**config.mk**
```make
export PLATFORM = sky130hd
export DESIGN_NAME = l2_rr_arbiter
export DESIGN_NICKNAME = d
export VERILOG_FILES = /design/src/rtl/l2_rr_arbiter.sv
export SDC_FILE = /design/constraint.sdc
export NUM_CORES = 1
export LEC_CHECK = 0
export CAP_MARGIN = 20
export CORE_AREA = 2 2 393 395
export DETAILED_ROUTE_END_ITERATION = 16
export DIE_AREA = 0 0 395 397
export DONT_BUFFER_PORTS = 1
export PLACE_DENSITY_LB_ADDON = 0.1
export SLEW_MARGIN = 20
export SYNTH_ARGS = -nofsm -noshare
export SYNTH_HDL_FRONTEND = slang
export SYNTH_SLANG_ARGS = --single-unit
```
**constraint.sdc**
```tcl
create_clock -name clk -period 20.8 [get_ports clk]
set_clock_uncertainty 0.05 [all_clocks]
set_input_delay 6.24 -clock clk [delete_from_list [all_inputs] [get_ports clk]]
set_output_delay 6.24 -clock clk [all_outputs]
set_load 0.005 [all_outputs]
```
**src/rtl/l2_rr_arbiter.sv**
```systemverilog
// rtl/l2_rr_arbiter.sv - round-robin arbiter sharing one L2 port among NUM_PORTS requesters
module l2_rr_arbiter #(
  parameter int NUM_PORTS  = 4,
  parameter int ADDR_WIDTH = 16,
  parameter int DATA_WIDTH = 128,
  localparam int IDW = $clog2(NUM_PORTS)
) (
  input  logic                             clk,
  input  logic                             rst,
  input  logic [NUM_PORTS-1:0]             req_read,
  input  logic [NUM_PORTS-1:0]             req_write,
  input  logic [NUM_PORTS*ADDR_WIDTH-1:0]  req_address,
  input  logic [NUM_PORTS*DATA_WIDTH-1:0]  req_wdata,
  output logic [NUM_PORTS-1:0]             req_resp,
  output logic [DATA_WIDTH-1:0]            req_rdata,
  output logic                             mem_read,
  output logic                             mem_write,
  output logic [ADDR_WIDTH-1:0]            mem_address,
  output logic [DATA_WIDTH-1:0]            mem_wdata,
  input  logic                             mem_resp,
  input  logic [DATA_WIDTH-1:0]            mem_rdata,
  output logic [IDW-1:0]                   grant_id,
  output logic                             busy
);

  localparam logic [1:0] IDLE  = 2'd0;
  localparam logic [1:0] GRANT = 2'd1;
  localparam logic [1:0] RESP  = 2'd2;

  localparam logic [IDW:0]   NP   = (IDW+1)'(NUM_PORTS);
  localparam logic [IDW-1:0] LAST = IDW'(NUM_PORTS - 1);

  logic [1:0]            state;
  logic [IDW-1:0]        ptr;
  logic                  op_write;
  logic [DATA_WIDTH-1:0] rdata_q;
  logic [NUM_PORTS-1:0]  pending;
  logic                  found;
  logic [IDW-1:0]        winner;
  logic [IDW:0]          sum;
  logic [IDW-1:0]        idx;

  assign pending = req_read | req_write;

  // Scan ptr, ptr+1, ... modulo NUM_PORTS; first pending port wins.
  always_comb begin
    found  = 1'b0;
    winner = '0;
    sum    = '0;
    idx    = '0;
    for (int k = 0; k < NUM_PORTS; k++) begin
      sum = {1'b0, ptr} + (IDW+1)'(k);
      if (sum >= NP) sum = sum - NP;
      idx = sum[IDW-1:0];
      if (!found && pending[idx]) begin
        found  = 1'b1;
        winner = idx;
      end
    end
  end

  always_ff @(posedge clk or posedge rst) begin
    if (rst) begin
      state       <= IDLE;
      ptr         <= '0;
      grant_id    <= '0;
      op_write    <= 1'b0;
      mem_address <= '0;
      mem_wdata   <= '0;
      rdata_q     <= '0;
    end else begin
      case (state)
        IDLE: begin
          if (found) begin
            grant_id    <= winner;
            op_write    <= req_write[winner];
            mem_address <= req_address[int'(winner)*ADDR_WIDTH +: ADDR_WIDTH];
            mem_wdata   <= req_wdata[int'(winner)*DATA_WIDTH +: DATA_WIDTH];
            state       <= GRANT;
          end
        end
        GRANT: begin
          if (mem_resp) begin
            if (!op_write) rdata_q <= mem_rdata;
            state <= RESP;
          end
        end
        RESP: begin
          ptr   <= (grant_id == LAST) ? '0 : grant_id + 1'b1;
          state <= IDLE;
        end
        default: state <= IDLE;
      endcase
    end
  end

  always_comb begin
    req_resp = '0;
    if (state == RESP) req_resp[grant_id] = 1'b1;
  end

  assign req_rdata = rdata_q;
  assign mem_read  = (state == GRANT) && !op_write;
  assign mem_write = (state == GRANT) && op_write;
  assign busy      = (state != IDLE);

endmodule

```
==> results.md <==
- The flow ran to the end, and the final reports show no timing, DRC or antenna violations.
- The starting density of the core is 0.09123.
- The count of yosys warnings during synthesis is 0.
- Across the run, the number of max-cap violations was 0.
- The sum of internal, switching and leakage power is 0.002970 W.
- In this run the power density over the cells is 169.0 mW/mm^2.
- Relative to the synthesized area, the layout overhead comes to 25.93%.
- The maximum resistive drop on vdd is 111.1 uV.
- The number of buffers inserted for hold repair after clock tree synthesis is 0.
- The row count is 144.
- Counting along the longest clock path gives a buffer depth of 3.
- The average cell area after synthesis is 12.03 um^2.
- The final count of hold timing violations is 0.
- After synthesis, the most frequently instantiated cells are dfrtp_1 (279), nor2_1 (154), o22ai_1 (146), mux2i_1 (144), mux2_2 (128).
- The largest fanout on the critical path is 87.
- The final worst-path setup slack is 12.03 ns.
- The setup slack at placement is 11.42 ns.
- Counting flops and latches in the post-synthesis netlist gives 279.
- The share of synthesized area in the top cell type comes to 0.5003.
- The remaining global-route overflow is 0.
- Summed over all instances, the cell type with the most area after synthesis is dfrtp_1.
- The cell sitting at the root of the clock tree is a clkbuf_16.
- The insertion delay of the later-clocked pin in the worst-skew pair is 0.63 ns.
- The number of sinks on the clock net is 279.
- The distinct cell type count of the synthesized netlist is 41.
- Summed over all nets, the half-perimeter wirelength after detailed placement is 58.46 mm.
- In the final design database the tool counted 1828 nets.
- The clock transition at the registers of the reported paths is 0.05 ns.
- The min-delay analysis places its worst path in the category register to register.
- Setup repair after global routing left no endpoint under its margin.
- STA classifies the critical path startpoint as an input pin.
- The worst pin sits at a relative slew slack of 0.2668.
- The first global-routing pass estimated 97.68 mm of wire.
- dfrtp_1 is the most common cell in the netlist.
- The highest-delay cell along the critical path is a211o_4.
- The average wire per cell in the routed design is 23.76 um.
- The die is 395 um wide.
- The slew at the pin with the worst max-slew slack is 1.100 ns.
- The post-synthesis instance total is 1160.
- The number of antenna-violating nets in the routed design is 0.
- The number of buffers inserted during clock tree synthesis is 42.
- The H-tree generated during clock tree synthesis spans 2 levels.
- The count of buffers added by post-CTS timing repair for setup is 0.
- The final-report max-slew violation count is 0.
- Dividing the detail-routed via count by the number of cells gives 3.215.
- The first routing iteration left 513 violations.
- The element type at the critical path end is a register.
- The post-detailed-route DRC marker count is 0.
- The CTS tree is yes.
- The net count of the mapped netlist is 1879.
- The number of enable-type register cells in the synthesized netlist is 0.
- The accumulated negative setup slack is 0 ns.
- The smallest hold slack is 0.4888 ns.
- The kind of critical path is input pin to register.
- At the end of routability-driven placement, the weighted congestion stood at 0.7663.
- The die covers 0.1568 mm^2.
- After synthesis, the share of flip-flops with an asynchronous set or reset is 1.000.
- The stage delay of the slowest cell on the critical path is 0.60 ns.
- Setup violations remaining at the end of the flow were counted as 0.
- The portion of the post-synthesis area used by sequential elements is 0.5003.
- The pin count of the biggest net entering global routing is 158.
- The count of port buffers added during placement is 0.
- Once the clock tree was built, the resizer swapped 0 gates to a different size.
- The number of antenna violations at the first check in global routing was 39.
- The height of the chip is 397 um.
- The number of global-route vias before repair is 10895.
- The shortest period the worst path allows is 8.769 ns.
- The detailed-route via count is 10283.
- The most used flip-flop cell after synthesis is dfrtp_1.
- The post-synthesis cell area is 0.01396 mm^2.
- For this design the top-level I/O count stands at 996.
- The global-route usage over all layers is 0.09052.
- Traced cell by cell, the critical path runs through or2_0 > nor3_2 > a211o_4 > buf_12 > buf_16 > mux2i_1 > a221oi_2.
- Derived from the worst setup path, the maximum achievable clock frequency is 114.0 MHz.
- Summed over all cells, the static leakage comes to 6.332 nW.
- The required arrival time at the worst endpoint is 21.23 ns.
- Wires add up to 75.98 mm.
- At the worst endpoint, the arrival time is 9.20 ns.
- The core region is 0.1530 mm^2.
- Dividing the final minimum period by the clock period gives 0.4216.
- The fraction of layout cells with a size suffix above 1 is 0.2498.
- The number of detailed-route iterations in the first pass is 5.
- After synthesis, the cell types taking the most area are dfrtp_1 (50%), mux2i_1 (10%), mux2_2 (10%).
-- area by class of cell --
cell class	count	area [um^2]
Antenna cell	13	32.53
Clock buffer	62	1216
Clock inverter	14	142.6
Fill cell	17397	135400
Inverter	6	30.03
Multi-Input combinational cell	764	6424
Sequential cell	279	6982
Tap cell	2044	2557
Timing Repair Buffer	16	190.2
-- final timing paths --
kind | depth (start not counted) | slack [ns] | startpoint | to
max | 7 | 12.03 | req_read[3] | mem_wdata[13]
min | 1 | 0.49 | req_rdata[61] | req_rdata[61]
max reg2reg | 7 | 17.42 | ptr[1] | mem_wdata[13]
min reg2reg | 1 | 0.49 | req_rdata[61] | req_rdata[61]
max in group asynchronous | 2 | 13.53 | rst | mem_wdata[69]
min in group asynchronous | 1 | 5.57 | rst | req_rdata[55]
-- stage by stage --
step | instance area [um^2] | utilization | cells
final | 17570 | 0.1149 | 3198
after global placement | 16160 | 0.1056 | 3108
after CTS | 17510 | 0.1145 | 3184
after detailed placement | 16160 | 0.1056 | 3108
after floorplan | 13960 | - | 1160
after global routing | 17560 | 0.1148 | 3192
-- flip-flops by register name, summed over array words and instances (netlist names) --
signal	flops
mem_wdata	128
req_rdata	128
mem_address	16
grant_id	2
ptr	2
state	2
op_write	1
-- cell families after synthesis --
kind of cell / count (synthesis) / share of synthesized area
adder cells (fa/ha/maj): 4 / 0.003586
multiplexers: 272 / 0.2066
buffers and inverters: 117 / 0.04276
AO/OA/AOI/OAI: 310 / 0.1949
flip-flops: 279 / 0.5003
AND/OR/NAND/NOR: 178 / 0.05191
-- critical path, delay by kind of cell --
kind            cells  cell delay (ns)
simple gates        2             0.71
mux                 1             0.24
compound gates      2             0.90
buf+inv             2             0.71
-- per-layer routing --
metal  up-vias  wire [um]  track usage
li1       4413          -            -
met1      5125      27240      0.09709
met2       609      38830       0.1603
met3       122       7628      0.03707
met4        14       2175      0.02999
met5         -        103            0
-- power breakdown --
part	switching [W]	internal, W	total, W
clock network	0.000304	0.000408	0.000713
logic	0.000651	0.000479	0.00113
registers	0.000304	0.000824	0.00113
-- cell usage in the layout, fill, tap and decap left out, drive strengths merged, types with 2 or more instances in the layout --
cell type,count
dfrtp,279
nor2,156
o22ai,146
a221oi,146
mux2i,144
mux2,128
clkbuf,62
buf,16
diode,13
clkinv,11
o21ai,7
inv,6
and2,5
ha,4
nand2,4
clkinvlp,3
or2,3
nor2b,2
nand2b,2
nor3,2
Note: power is estimated with default switching activity, not from simulation.
